===== config.mk =====
export PLATFORM = sky130hd
export DESIGN_NAME = gpu_0_command
export DESIGN_NICKNAME = d
export VERILOG_FILES = /design/src/rtl/gpu_0_command.sv
export SDC_FILE = /design/constraint.sdc
export NUM_CORES = 1
export LEC_CHECK = 0
export BUFFER_PORTS_ARGS = -buffer_cell sky130_fd_sc_hd__buf_4
export CAP_MARGIN = 20
export CORE_ASPECT_RATIO = 0.5
export CORE_MARGIN = 3
export CORE_UTILIZATION = 50
export CTS_CLUSTER_DIAMETER = 100
export CTS_CLUSTER_SIZE = 16
export DETAILED_ROUTE_END_ITERATION = 16
export PLACE_DENSITY = 0.68
export SLEW_MARGIN = 0
export SYNTH_ARGS = -nofsm -noshare
export SYNTH_HDL_FRONTEND = slang
export SYNTH_SLANG_ARGS = --single-unit

===== constraint.sdc =====
create_clock -name clk -period 16.9 [get_ports clk]
set_clock_uncertainty 0.05 [all_clocks]
set_input_delay 1.69 -clock clk [delete_from_list [all_inputs] [get_ports clk]]
set_output_delay 1.69 -clock clk [all_outputs]
set_load 0.02 [all_outputs]

===== src/rtl/gpu_0_command.sv =====
// gpu_0_command: register-staged draw commands queued in a FIFO and streamed to the rectangle generator (optional irq via GPU_CMD_IRQ_EN)
module gpu_0_command #(
  parameter int FIFO_DEPTH = 4
) (
  input  logic        clk,
  input  logic        rst,
  input  logic        reg_write,
  input  logic        reg_read,
  input  logic [2:0]  reg_addr,
  input  logic [31:0] reg_wdata,
  output logic [31:0] reg_rdata,
  output logic        se_valid,
  input  logic        se_ready,
  output logic [15:0] se_start_x,
  output logic [15:0] se_start_y,
  output logic [15:0] se_width,
  output logic [15:0] se_height,
  output logic [15:0] se_scale_x,
  output logic [15:0] se_scale_y,
  output logic        se_mirror_x,
  output logic        se_mirror_y,
  output logic [31:0] se_base_address,
  output logic [15:0] se_image_width,
  output logic [4:0]  se_ct_type,
  output logic        se_use_ct,
  output logic [15:0] se_ct_base_address,
  input  logic        pipe_idle,
  output logic        busy,
  output logic        cmd_dropped
`ifdef GPU_CMD_IRQ_EN
  , output logic      irq
`endif
);
  localparam int AW = $clog2(FIFO_DEPTH);
  localparam logic [AW:0] full_cnt = (AW+1)'(FIFO_DEPTH);

  typedef struct packed {
    logic [15:0] sx, sy, w, h, scx, scy;
    logic [31:0] base;
    logic [15:0] iw, ctb;
    logic        mx, my, uc;
    logic [4:0]  ct;
  } cmd_t;

  cmd_t stg, head;
  cmd_t mem [FIFO_DEPTH];
  logic [AW-1:0] wr_ptr, rd_ptr;
  logic [AW:0] count;
  logic overflow, irq_bit, commit, push, pop, drop, status_wr;
  logic [4:0] ct_in;
  logic [31:0] rd_mux;

  assign status_wr = reg_write && reg_addr == 3'd7;
  assign commit = reg_write && reg_addr == 3'd6 && stg.w != 16'd0 && stg.h != 16'd0;
  assign push = commit && count != full_cnt;
  assign drop = commit && count == full_cnt;
  assign pop = se_valid && se_ready;
  assign ct_in = reg_wdata[7:3];
  assign se_valid = count != '0;
  assign busy = se_valid | ~pipe_idle;

  assign head = mem[rd_ptr];
  assign se_start_x = head.sx;
  assign se_start_y = head.sy;
  assign se_width = head.w;
  assign se_height = head.h;
  assign se_scale_x = head.scx;
  assign se_scale_y = head.scy;
  assign se_mirror_x = head.mx;
  assign se_mirror_y = head.my;
  assign se_base_address = head.base;
  assign se_image_width = head.iw;
  assign se_use_ct = head.uc;
  assign se_ct_type = head.uc ? head.ct : 5'd16;
  assign se_ct_base_address = head.ctb;

  // Staging registers written by the CPU; illegal colour depths collapse to 16 bpp
  always_ff @(posedge clk) begin
    if (rst) begin
      stg <= '0;
      stg.scx <= 16'd1;
      stg.scy <= 16'd1;
      stg.ct <= 5'd16;
    end else if (reg_write) begin
      case (reg_addr)
        3'd0: {stg.sy, stg.sx} <= reg_wdata;
        3'd1: {stg.h, stg.w} <= reg_wdata;
        3'd2: {stg.scy, stg.scx} <= reg_wdata;
        3'd3: stg.base <= reg_wdata;
        3'd4: {stg.ctb, stg.iw} <= reg_wdata;
        3'd5: begin
          stg.mx <= reg_wdata[0];
          stg.my <= reg_wdata[1];
          stg.uc <= reg_wdata[2];
          stg.ct <= (ct_in == 5'd1 || ct_in == 5'd2 || ct_in == 5'd4 || ct_in == 5'd8 || ct_in == 5'd16) ? ct_in : 5'd16;
        end
        default: ;
      endcase
    end
  end

  // Command FIFO: commit snapshots staging at the tail, handshake pops the head
  always_ff @(posedge clk) begin
    if (rst) begin
      wr_ptr <= '0;
      rd_ptr <= '0;
      count <= '0;
    end else begin
      if (push) begin
        mem[wr_ptr] <= stg;
        wr_ptr <= wr_ptr + AW'(1);
      end
      if (pop) rd_ptr <= rd_ptr + AW'(1);
      count <= count + (AW+1)'(push) - (AW+1)'(pop);
    end
  end

  // Read-back multiplexer for the register map
  always_comb begin
    rd_mux = '0;
    case (reg_addr)
      3'd0: rd_mux = {stg.sy, stg.sx};
      3'd1: rd_mux = {stg.h, stg.w};
      3'd2: rd_mux = {stg.scy, stg.scx};
      3'd3: rd_mux = stg.base;
      3'd4: rd_mux = {stg.ctb, stg.iw};
      3'd5: rd_mux = {24'd0, stg.ct, stg.uc, stg.my, stg.mx};
      3'd7: rd_mux = {21'd0, irq_bit, overflow, 5'(count), 3'd0, busy};
      default: rd_mux = '0;
    endcase
  end

  // Registered read data, drop pulse and sticky overflow flag
  always_ff @(posedge clk) begin
    if (rst) begin
      reg_rdata <= '0;
      cmd_dropped <= 1'b0;
      overflow <= 1'b0;
    end else begin
      cmd_dropped <= drop;
      overflow <= drop | (overflow & ~(status_wr & reg_wdata[8]));
      if (reg_read) reg_rdata <= rd_mux;
    end
  end

`ifdef GPU_CMD_IRQ_EN
  logic busy_q;
  // Idle interrupt raised on the busy falling edge; a same-cycle set beats the clear
  always_ff @(posedge clk) begin
    if (rst) begin
      busy_q <= 1'b0;
      irq <= 1'b0;
    end else begin
      busy_q <= busy;
      irq <= (busy_q & ~busy) | (irq & ~(status_wr & reg_wdata[10]));
    end
  end
  assign irq_bit = irq;
`else
  assign irq_bit = 1'b0;
`endif
endmodule

==> flow_metrics.tcl, run 1 <==
set metrics [dict create \
    drv_cap 0 \
    cts_hold_buf 0 \
    area_delta_synth_final_pct 13.1 \
    hp-class "reg -> reg" \
    grt_start_max_net_pins 124 \
    setup_tns_ps 0 \
    core_area_um2 65300 \
    reg2reg_depth 6 \
    die_area_um2 69700 \
    post-synth-top-area-cell "edfxtp_1" \
    powerDensity_nw_per_um2 125 \
    cp.arrival_ps 3460 \
    grt_pass1_vias 17900 \
    cts-buffers-inserted 61 \
    clkLatencyLatePin_ps 620 \
    yosysMostFrequentCell "edfxtp_1" \
    drc 0 \
    finalCritPeriodShare_pct 30.8 \
    critPathMaxStageDelay_ps 970 \
    start_util_pct 50.8 \
    fin_ws_ps 11700 \
    placedInstanceArea_um2 35800 \
    drt_first_pass_iters 5 \
    crit_chain "buf_12, mux4_2, buf_4" \
    syn_nets 2030 \
    dp_cells 3017 \
    synth-seq-cells 883 \
    crit_buf_inv 2 \
    post-route-min-period_ps 5200 \
    min_path_cells 2 \
    die_h_um 188 \
    port-buffer-count 243 \
    finalInstanceArea_um2 37500 \
    rr_endpoint "mem[1][36]$_DFFE_PP_" \
    grt_usage_pct 22.2 \
    synth.top_cell.area_share_pct 60.8 \
    core.rowCount 66 \
    yosysUniqueCellTypes 59 \
    crit_slowest_cell "dfxtp_4" \
    place_congestion 0.847 \
    vias 18200 \
    relSlewSlack_pct 23.2 \
    dp_worst_setup_slack_ps 11710 \
    grt-ovfl-total 0 \
    drive_gt1_share_pct 24.7 \
    wire_per_inst_um 24.9 \
    holdWs_ps 427 \
    ys_seq_area_share_pct 73.5 \
    cts_tree "yes" \
    worstPathMaxFanout 123 \
    critPathKind "reg -> out" \
    setup_viol 0 \
    antenna_cells 0 \
    postCtsSetupBuffers 0 \
    cts_resized 0 \
    peakVddDrop_mv 0.140 \
    clockBufferDepth 3 \
    drt.antenna.violating_nets 0 \
    power.leakage_nw 11.6 \
    hp-start "reg_rdata[29]$_SDFFE_PP0P_" \
    regToRegSetupSlack_ps 13520 \
    finalMaxSlewViolations 0 \
    synth_area_um2 33200 \
    critPathLaunchType "register" \
    hold_path_end "reg_rdata[29]$_SDFFE_PP0P_" \
    drt_iter0_drc 1819 \
    rsz0062_at_grt "no" \
    nNetsFinal 2244 \
    fmax_mhz 192 \
    htreeDepth 2 \
    avgSynthCellArea_um2 16.7 \
    ys_top_cells_by_area "edfxtp_1 61%, dfxtp_1 13%, mux4_2 12%, nand2_1 3.8%, a21oi_1 2.8%" \
    place_hpwl_um 49000 \
    synth_cells 1982 \
    cts_num_sinks 883 \
    worst_pin_slew_ps 1150 \
    r2r-start "stg[110]$_SDFFE_PP0P_" \
    synth_edf_count 672 \
    grt_pass1_wl_um 117000 \
    synth_common_cells "672 x edfxtp_1, 334 x nand2_1, 211 x dfxtp_1, 189 x a21oi_1, 171 x mux4_2" \
    status "complete, no violations" \
    worstSetupEndpointType "output pin" \
    antenna_found_initial 0 \
    root_buffer "clkbuf_16" \
    hold_viol 0 \
    vias_per_cell 5.81 \
    fin_cells 3128 \
    io_pins 244 \
    ys.warnings.count 0 \
    wirelength_um 77900 \
    clk_pin_slew_ps 80 \
    synthArstFlopShare_pct 0 \
    crit_family "flip-flops" \
    synth-main-ff-cell "edfxtp_1" \
    die_w_um 370 \
    crit_required_ps 15160 \
]
==> layout make-up <==
cell class / instances / area, µm²
fillers: 4986 / 27800
multi-input cells: 960 / 8130
inverters: 10 / 37.5
clock inverters: 1 / 16.3
clock buffers: 110 / 1710
flip-flops and latches: 883 / 24400
well taps: 884 / 1110
repair buffers: 280 / 2120
==> power breakdown <==
part           internal [mW]  switching, mW  leakage, nW
combinational          0.445          0.478         3.39
clock                  0.680          0.698        0.816
sequential              2.33         0.0612         7.40
total                   3.45           1.24         11.6
==> tightest hold or removal path: stages, from the launching register on <==
cell,delay [ps]
dfxtp_1,310
nand2b_1,60
a21oi_1,60
==> layer usage <==
metal / GRT usage [%] / wire length (µm)
met5: 0 / 0
met4: 4.80 / 1600
met1: 31.3 / 32500
met3: 3.04 / 4190
met2: 37.4 / 39600
==> worst max path at each step <==
stage | startpoint | endpoint | slack [ps] | cells after the start
floorplan | reg_addr[2] | mem[0][0]$_DFFE_PP_ | 1220 | 6
global placement | reg_addr[2] | mem[1][32]$_DFFE_PP_ | 11750 | 7
detailed placement | reg_addr[2] | mem[1][33]$_DFFE_PP_ | 11710 | 7
CTS | register | se_start_y[1] | 11560 | 3
global route | register | se_width[14] | 11390 | 3
finish | register | se_scale_x[9] | 11700 | 3
==> flip-flops by register name, indices dropped and copies added, names as in the netlist, named ones only <==
register	flops
rd_ptr	2
wr_ptr	2
cmd_dropped	1
mem	672
stg	168
overflow	1
reg_rdata	32
count	3
==> kinds of logic after synthesis <==
group	Yosys count	share of synthesized area, %
AO/OA/AOI/OAI	293	5.17
XOR/XNOR	5	0.132
adder cells (fa/ha/maj)	7	0.286
buffers and inverters	139	2.03
flip-flops	883	73.5
multiplexers	211	12.9
AND/OR/NAND/NOR	444	5.94
==> placed cells by master (no fill, tap or decap), types with 11 or more instances in the layout <==
cell	n
clkbuf_1	49
a21oi_1	189
a22oi_1	49
nor2_1	18
o21ai_0	12
mux2_2	28
edfxtp_1	672
a21o_1	23
mux2i_1	11
dfxtp_1	209
mux4_2	171
nand2_1	334
buf_4	278
clkbuf_16	61
nand2b_1	26
==> per-stage QoR <==
stage | util [%] | total power, mW
finish | 57.5 | 4.69
global route | 57.5 | 4.87
CTS | 57.5 | 4.75
detailed placement | 54.8 | 3.39
global placement | 54.8 | 3.39
floorplan | - | 3.04
Note: power is estimated with default switching activity, not from simulation.
==> inputs of run 2 (changes only) <==
==> constraint.sdc (replaced) <==
create_clock -name clk -period 4.9 [get_ports clk]
set_clock_uncertainty 0.05 [all_clocks]
set_input_delay 0.49 -clock clk [delete_from_list [all_inputs] [get_ports clk]]
set_output_delay 0.49 -clock clk [all_outputs]
set_load 0.02 [all_outputs]
==> flow_metrics.tcl, run 2 (synthesis gave the netlist of run 1 again) <==
set metrics [dict create \
    status "complete, no violations" \
    clk_pin_slew_ps 80 \
    cts_tree "yes" \
    hp-class "in -> reg" \
    port-buffer-count 243 \
    crit_buf_inv 2 \
    regMostFlops "mem" \
    clkLatencyLatePin_ps 620 \
    place_hpwl_um 48200 \
    worstSetupEndpointType "output pin" \
    crit_required_ps 4360 \
    start_util_pct 50.8 \
    mostFrequentLayoutCell "edfxtp_1" \
    totalPowerFinal_mw 16.4 \
    place_congestion 0.824 \
    crit_slowest_cell "dfxtp_4" \
    die_w_um 370 \
    postCtsSetupBuffers 0 \
    rsz0062_at_grt "no" \
    power_switching_mw 4.31 \
    crit_chain "buf_4, mux4_2, buf_4" \
    internal_power_mw 12.1 \
    filler_cell_count 4890 \
    setup_tns_ps 0 \
    crit_family "flip-flops" \
    critPathKind "reg -> out" \
    finalMaxSlewViolations 0 \
    reg2reg_depth 10 \
    pwr-share-clk_pct 29.5 \
    cts_hold_buf 0 \
    antenna_cells 0 \
    wirelength_um 77800 \
    clockBufferDepth 3 \
    worstPathMaxFanout 57 \
    drt_iter0_drc 1930 \
    top_layer_used "met4" \
    relSlewSlack_pct 33.9 \
    nNetsFinal 2245 \
    core.rowCount 66 \
    drc 0 \
    drv_cap 0 \
    wl_met1_um 32100 \
    setup_viol 0 \
    cts_resized 0 \
    min_path_cells 3 \
    antenna_found_initial 1 \
    cp.arrival_ps 2740 \
    reg_top3 "mem x672, stg x168, reg_rdata x32" \
    area_delta_synth_final_pct 13.9 \
    timing.critical_path.mode_cell "buf_4" \
    fmax_mhz 305 \
    vias 18100 \
    pwr-share-comb_pct 20.5 \
    wl_met2_um 39400 \
    vias_per_cell 5.80 \
    regToRegSetupSlack_ps 1850 \
    powerDensity_nw_per_um2 433 \
    grt_start_max_net_pins 146 \
    die_area_um2 69700 \
    cts-buffers-inserted 61 \
    die_h_um 188 \
    wire_per_inst_um 24.8 \
    final_core_util_pct 57.9 \
    drt_first_pass_iters 6 \
    fin_ws_ps 1620 \
    root_buffer "clkbuf_16" \
    mostFrequentLayoutCells "672 x edfxtp_1, 334 x nand2_1, 266 x buf_4" \
    htreeDepth 2 \
    finalCritPeriodShare_pct 66.9 \
    swShare_pct 26.3 \
    post-route-min-period_ps 3280 \
    dr_wl_met3_um 4350 \
    grt_usage_pct 22.2 \
    critPathMaxStageDelay_ps 980 \
    worst_pin_slew_ps 992 \
    dp_worst_setup_slack_ps 1530 \
    grt-ovfl-total 0 \
    hp-start "reg_wdata[31]" \
    io_pins 244 \
    drive_gt1_share_pct 24.9 \
    cts_num_sinks 883 \
    hold_path_end "stg[71]$_SDFFE_PP0P_" \
    critPathLaunchType "register" \
    r2r-start "stg[106]$_SDFFE_PP0P_" \
    peakVddDrop_mv 0.317 \
    core_area_um2 65300 \
    rr_endpoint "count[2]$_SDFF_PP0_" \
    hold_viol 0 \
    grt_pass1_wl_um 116000 \
    grt_pass1_vias 17800 \
    power.leakage_nw 11.7 \
    largest_reg_flops 672 \
    seqPwrFrac_pct 50.0 \
    drt.antenna.violating_nets 0 \
    holdWs_ps 104 \
]
run 2: through the flow:
stage | instances | area, µm²
detailed placement | 3017 | 36000
floorplan | 1982 | 33200
CTS | 3130 | 37800
global route | 3131 | 37800
global placement | 3017 | 36000
finish | 3131 | 37800
run 2: per-layer routing:
layer	GRT usage [%]	up-vias
met5	0	-
met1	31.4	9401
met2	37.0	599
met3	2.75	115
li1	-	8031
met4	5.58	0
run 2: area by class of cell:
cell class,instances,area [µm²],share of cell area (%)
clock inverters,2,25.0,0.0662
well taps,884,1110,2.93
clock buffers,111,1760,4.65
flip-flops and latches,883,24400,64.6
repair buffers,281,2300,6.07
inverters,10,37.5,0.0993
multi-input cells,960,8170,21.6
run 2: how the worst max path moves through the flow:
| stage | end | start | depth (start not counted) | slack, ps |
|---|---|---|---|---|
| after global routing | se_base_address[8] | register | 3 | 1500 |
| after detailed placement | mem[3][30]$_DFFE_PP_ | reg_addr[2] | 6 | 1530 |
| after floorplan | mem[3][0]$_DFFE_PP_ | reg_addr[2] | 6 | -1210 |
| after CTS | se_height[6] | register | 3 | 1330 |
| final | se_image_width[13] | register | 3 | 1620 |
| after global placement | count[2]$_SDFF_PP0_ | reg_addr[2] | 11 | 1560 |
run 2: worst register-to-register path, cell delays in order (launching register included):
cell and delay [ps]:
dfxtp_1 370, nor4_1 470, nand4_1 490, nand3_4 370, ha_1 170, inv_1 40, ha_1 180, fa_1 400
xnor2_1 180, xnor2_1 140, nor2_1 50
run 2: power by group through the flow:
stage,clock network (mW),logic (mW),registers [mW]
after global routing,5.21,3.58,8.20
final,4.82,3.36,8.19
after global placement,0,3.34,8.44
after floorplan,0,2.23,8.25
after CTS,4.90,3.34,8.28
after detailed placement,0,3.33,8.44
